===== config.mk =====
export PLATFORM = sky130hd
export DESIGN_NAME = pe_link_tx
export DESIGN_NICKNAME = d
export VERILOG_FILES = /design/src/rtl/pe_link_tx.sv
export SDC_FILE = /design/constraint.sdc
export NUM_CORES = 1
export LEC_CHECK = 0
export BUFFER_PORTS_ARGS = -buffer_cell sky130_fd_sc_hd__buf_2
export CAP_MARGIN = 20
export CELL_PAD_IN_SITES_DETAIL_PLACEMENT = 0
export CELL_PAD_IN_SITES_GLOBAL_PLACEMENT = 2
export CORE_AREA = 2 2 227 229
export DETAILED_ROUTE_END_ITERATION = 10
export DIE_AREA = 0 0 229 231
export HOLD_SLACK_MARGIN = 0.1
export PLACE_DENSITY_LB_ADDON = 0.15
export SETUP_SLACK_MARGIN = 0.4
export SLEW_MARGIN = 20
export SYNTH_ARGS = -nofsm -noshare
export SYNTH_HDL_FRONTEND = slang
export SYNTH_SLANG_ARGS = --single-unit

===== constraint.sdc =====
create_clock -name clk -period 10.83 [get_ports clk]
set_clock_uncertainty 0.1 [all_clocks]
set_input_delay 1.083 -clock clk [delete_from_list [all_inputs] [get_ports clk]]
set_output_delay 1.083 -clock clk [all_outputs]
set_load 0.01 [all_outputs]

===== src/rtl/pe_link_tx.sv =====
// rtl/pe_link_tx.sv - transmit end of the inter-PE link: beat FIFO plus credit-gated registered link word
// The link word is {valid, last, data}; a beat always spends at least one edge in the FIFO before it is sent.
module pe_link_tx #(
  parameter int AXIS_WIDTH = 128,
  parameter int LINK_WIDTH = 130,
  parameter int FIFO_DEPTH = 4,
  parameter int CREDITS    = 4,
  parameter int CNT_BITS   = 3
) (
  input  logic                  clk,
  input  logic                  reset,
  input  logic                  ap_start,
  input  logic [AXIS_WIDTH-1:0] din,
  input  logic                  din_last,
  input  logic                  val_in,
  output logic                  ready_upward,
  output logic [LINK_WIDTH-1:0] out_to_link,
  input  logic                  credit_in,
  output logic [CNT_BITS-1:0]   credit_count,
  output logic                  credit_err,
  output logic                  idle
);

  localparam int PTR_W = (FIFO_DEPTH > 1) ? $clog2(FIFO_DEPTH) : 1;
  localparam logic [CNT_BITS-1:0] DEPTH_C   = CNT_BITS'(FIFO_DEPTH);
  localparam logic [CNT_BITS-1:0] CREDITS_C = CNT_BITS'(CREDITS);

  logic [AXIS_WIDTH:0]   mem [FIFO_DEPTH];
  logic [PTR_W-1:0]      wptr;
  logic [PTR_W-1:0]      rptr;
  logic [CNT_BITS-1:0]   occupancy;
  logic                  accept;
  logic                  send;
  logic                  credit_sat;

  // Gating with reset keeps ready low during reset even though occupancy is already zero.
  assign ready_upward = reset && ap_start && (occupancy < DEPTH_C);
  assign accept       = val_in && ready_upward;
  assign send         = ap_start && (occupancy != '0) && (credit_count != '0);
  assign credit_sat   = credit_in && !send && (credit_count == CREDITS_C);
  assign idle         = (occupancy == '0) && (credit_count == CREDITS_C);

  // Storage needs no reset: occupancy alone decides which entries are live.
  always_ff @(posedge clk) begin
    if (accept) begin
      mem[wptr] <= {din_last, din};
    end
  end

  always_ff @(posedge clk or negedge reset) begin
    if (!reset) begin
      wptr      <= '0;
      rptr      <= '0;
      occupancy <= '0;
    end else begin
      if (accept) begin
        wptr <= wptr + 1'b1;
      end
      if (send) begin
        rptr <= rptr + 1'b1;
      end
      case ({accept, send})
        2'b10:   occupancy <= occupancy + 1'b1;
        2'b01:   occupancy <= occupancy - 1'b1;
        default: occupancy <= occupancy;
      endcase
    end
  end

  always_ff @(posedge clk or negedge reset) begin
    if (!reset) begin
      credit_count <= CREDITS_C;
      credit_err   <= 1'b0;
    end else begin
      if (credit_sat) begin
        credit_err <= 1'b1;
      end else begin
        case ({send, credit_in})
          2'b10:   credit_count <= credit_count - 1'b1;
          2'b01:   credit_count <= credit_count + 1'b1;
          default: credit_count <= credit_count;
        endcase
      end
    end
  end

  // Only the valid bit drops on idle cycles; last/data keep the previous beat.
  always_ff @(posedge clk or negedge reset) begin
    if (!reset) begin
      out_to_link <= '0;
    end else if (send) begin
      out_to_link <= {1'b1, mem[rptr]};
    end else begin
      out_to_link[LINK_WIDTH-1] <= 1'b0;
    end
  end

endmodule


# --- Word-level counts from Yosys, hierarchy flattened ---
# Memories as Yosys holds them, arrays and structs flattened. A register that Yosys moved wholly into a read port is not among the register bits.
# Cells that the tools add are included.
# W data, S select, Z words.
totals:
  reg_bits: 12
  ramBits: 516
  inputBits: 134
  output_inout_bits: 136
  wordCells: 41
  n_memories: 1
memory_table:
  columns: ["memory", "words", "word_bits", "read_ports", "rd_ports_with_merged_regs", "write_ports", "line_no", "rtl"]
  rows:
  - ["mem", 4, 129, 1, 1, 1, "28", "logic [AXIS_WIDTH:0] mem [FIFO_DEPTH];"]
op_classes:
  addsub: 6
  order_cmp: 1
  n_eq_ne: 5
  mux: 5
  n_bitwise: 1
  n_reduce_logical: 16
op_table:
  columns: ["operator", "n"]
  rows:
  - ["$pmux W3 S2", 2]
  - ["$logic_and A1 B1 Y1", 8]
  - ["$add A3 B1 Y3 const B", 2]
  - ["$reduce_bool A3 Y1", 2]
  - ["$sub A3 B1 Y3 const B", 2]
  - ["$add A2 B1 Y2 const B", 2]
  - ["$eq A2 B1 Y1 const B", 2]
  - ["$eq A2 B2 Y1 const B", 2]
  - ["$reduce_bool A2 Y1", 2]
  - ["$eq A3 B3 Y1 const B", 1]
  - ["$logic_not A3 Y1", 1]
  - ["$lt A3 B3 Y1 const B", 1]
  - ["$mux W1", 3]
  - ["$logic_not A1 Y1", 2]
  - ["$reduce_and A2 Y1", 1]
  - ["$not A1 Y1", 1]

# --- Logic depth before layout (Yosys ltp) ---
logic_depth:
  depth_word: 8
  ltp_mapped: 10
  ltp_nobuf: 10

# --- Worst setup path before layout ---
# OpenSTA, ideal clock, no wires.
synth_path:
  kind: "in2reg"
  from: "in reset"
  to: "mem mem[0][0] (netlist name), enable pin"
  setup_time_ns: 0.505
  t_arrival_ns: 4.473
  required_ns: 10.225
  path_slack_ns: 5.752
  cell_stages: 3
  path_buffers: 0
  path_cell_list: "nand2_1 -> nor2_1 -> and3_1"
synth_between:
  elab_chain_len: 5
synth_lines:
  columns: ["item", "line_no", "rtl"]
  rows:
  - ["start, declared", "11", "input logic reset,"]
  - ["$logic_and A1 B1 Y1 (2 in series)", "37", "assign ready_upward = reset && ap_start && (occupancy < DEPTH_C);"]
  - ["named net ready_upward", "16", "output logic ready_upward,"]
  - ["$logic_and A1 B1 Y1", "38", "assign accept = val_in && ready_upward;"]
  - ["$mux W1", "45", "if (accept) begin"]
  - ["$mux W1 (not written as such)", "46", "mem[wptr] <= {din_last, din};"]
  - ["end, declared", "28", null]
# The timed path passes the listed nets, and every way through them passes these cells.

# --- Worst setup path after layout ---
layout_path:
  from: "in reset"
  to: "mem mem[3][13] (netlist name), enable pin"
layout_between:
  elab_chain_len: 5
layout_lines:
  columns: ["item", "line_no"]
  rows:
  - ["$logic_and A1 B1 Y1 (2 in series)", "37"]
  - ["$logic_and A1 B1 Y1", "38"]
  - ["$mux W1", "45"]
  - ["$mux W1 (not written as such)", "46"]
# No other way between the ends.

==> results.py <==
metrics = {
    "outcome": {
        "status": "complete, no violations",
    },
    "placed_design": {
        "dp_hpwl_mm": 27.74,
        "finalWeightedCongestion": 0.6746,
        "io_buffers": 269,
    },
    "finish": {
        "final_cell_mix": "516 x edfxtp_1, 268 x buf_2, 138 x dfrtp_1",
        "final_common_cell": "edfxtp_1",
        "nets": 1464,
        "fin_util": 0.5679,
        "drive_above_1_share": 0.4789,
        "syn2layout_area_growth_pct": 17.90,
    },
    "synth": {
        "ys.flop_type": "edfxtp_1",
        "ys_seq_elements": 657,
        "async_reset_ff_frac": 0.2146,
        "yosysUniqueCellTypes": 36,
        "synth_edf_count": 516,
        "avgSynthCellArea_sq_um": 24.10,
        "synth_top_family_by_area": "multiplexers",
        "syn_area_sq_um": 24410,
        "postSynthNetCount": 1154,
        "yosys_warnings": 0,
        "yosys.area_share.simple": 0.003844,
        "synth.area.mux_share": 0.1912,
        "synth_cells": 1013,
        "synth_xor_area_frac": 0.002870,
        "ys_seq_area_frac": 0.7793,
        "synth-compound-area-share": 0.004510,
        "synth-adder-area-share": 0.004203,
    },
    "floorplan": {
        "initial_utilization": 0.4817,
        "ios": 270,
        "die_height_um": 231,
        "die_area_sq_um": 52900,
        "fp-row-count": 83,
        "core_sq_um": 50680,
        "die_width_um": 229,
    },
    "worst_setup_path": {
        "crit_required_ns": 10.94,
        "rrSetupSlack_ns": 7.41,
        "crit_start": "reset",
        "worstPathArrival_ns": 4.00,
        "rr_endpoint": "mem[3][13]",
        "path_class": "in -> reg",
        "rr_worst_depth": 4,
        "rr_startpoint": "occupancy[2]",
        "crit_path_start_kind": "primary input",
        "path_max_fanout": 53,
        "crit_path_end_kind": "flip-flop",
    },
    "global_route": {
        "grt_pass1_vias": 11570,
        "grt_pass1_wl_mm": 72.50,
        "gr-total-overflow": 0,
        "grtUsageTotal": 0.1848,
        "antenna_found_initial": 15,
        "grt_max_degree": 134,
    },
    "route": {
        "via_count": 10900,
        "post_drt_wl_per_cell_um": 23.13,
        "firstDrtPassIters": 4,
        "drcViolationCount": 0,
        "drt_iter0_markers": 685,
        "drt_wl_total_mm": 47.65,
        "antenna_left": 0,
        "vias_per_cell": 5.293,
    },
    "timing": {
        "post-route-period-util": 0.3593,
        "tightest_slew_ns": 1.096,
        "hold_violations": 0,
        "finalCriticalPeriod_ns": 3.891,
        "max_slew_margin": 0.2696,
        "fmax_mhz": 257.0,
        "finalSetupViolCount": 0,
        "slew_viol_final": 0,
        "rsz0062_at_grt": "false",
        "tns_ns": 0,
    },
    "cts": {
        "cts_resized": 0,
        "clk_latency_ns": 0.59,
        "clk_path_buf_depth": 3,
        "cts_buffers": 68,
        "cts_setup_buffers": 0,
        "cts_tree": "done",
        "clkSlewWorstSetupHoldPaths_ns": 0.06,
        "cts_sinks": 657,
        "cts-root-buf": "clkbuf_16",
        "cts_hold_buf": 0,
        "htree_levels": 3,
    },
    "power_and_ir_drop": {
        "leakagePower_nw": 10.39,
        "powerDensity_nw_per_um2": 268.8,
        "ir_drop_v": 0.0001598,
    },
    "flow_run": {
        "cap_violations": 0,
    },
    "min_path": {
        "worstHoldPathType": "in -> async",
    },
}
worst max-delay path: stages:
cell and delay, ns:
buf_6 0.36, nand2_1 0.10, nor2_1 0.29, and3_4 0.82
buf_4 0.64, buf_4 0.62
cell usage after synthesis, drive strengths merged (2+ instances only):
| master | instances | area, sq um |
|---|---|---|
| o21ai | 2 | 10.01 |
| fa | 2 | 40.04 |
| ha | 5 | 62.56 |
| xor2 | 4 | 35.03 |
| mux4 | 129 | 2905 |
| and2 | 2 | 12.51 |
| mux2 | 130 | 1753 |
| dfrtp | 140 | 3503 |
| edfxtp | 516 | 15490 |
| nor2 | 4 | 17.52 |
| clkbuf | 9 | 33.78 |
| inv | 6 | 22.52 |
| nand2 | 4 | 15.01 |
| and3 | 4 | 25.02 |
| xnor2 | 4 | 35.03 |
| buf | 35 | 286.5 |
| nor4 | 2 | 12.51 |
cell type report:
type	count	area, sq um
Multi-Input combinational cell	306	5070
Sequential cell	657	19030
Clock inverter	34	405.4
Antenna cell	4	10.01
Inverter	6	22.52
Fill cell	3887	21900
Tap cell	680	850.8
Timing Repair Buffer	284	1478
Clock buffer	89	1914
routing by layer:
layer	vias up	GRT usage	share of wire
met1	5752	0.2445	0.42
met2	236	0.3063	0.50
li1	4801	-	-
met3	94	0.04385	0.054
met4	20	0.05722	0.020
met5	-	0	0.0027
report_power, final:
group | switching (W) | total (W) | leakage (nW) | internal, W
Sequential | 0.000295 | 0.00339 | 6.30 | 0.00309
Combinational | 0.000839 | 0.00195 | 2.95 | 0.00111
Clock | 0.000938 | 0.00240 | 1.15 | 0.00146
registers in the layout (all words and copies together) (netlist names):
name	cells
mem	516
rptr	2
credit_count	3
wptr	2
occupancy	3
out_to_link	130
credit_err	1
per-stage QoR:
stage          setup slack [ns]  power (W)  hold WS (ns)  cells  instance area [sq um]
4_1_cts                   6.827   0.007863        0.3156   2056                  28770
2_1_floorplan             5.752   0.004824        0.4032   1013                  24410
6_report                  6.939   0.007737        0.3296   2060                  28780
3_5_place_dp              6.209   0.005449        0.3768   1933                  26450
5_1_grt                   6.648   0.008118        0.3427   2056                  28770
3_3_place_gp              6.226   0.005431        0.3692   1933                  26450
how the worst max path moves through the flow:
| stage | endpoint | slack, ns | cells after the start |
|---|---|---|---|
| floorplan | mem[0][0] | 5.75 | 3 |
| detailed placement | mem[3][12] | 6.21 | 6 |
| CTS | mem[3][7] | 6.83 | 6 |
| global placement | mem[3][12] | 6.23 | 6 |
| global route | mem[3][13] | 6.65 | 6 |
| finish | mem[3][13] | 6.94 | 6 |
cells by family after synthesis:
logic type	Yosys count
AO/OA/AOI/OAI	13
buffers and inverters	50
XOR/XNOR	8
AND/OR/NAND/NOR	18
flip-flops	657
multiplexers	260
adder cells (fa/ha/maj)	7
No activity file was read; power rests on OpenSTA's default activity.
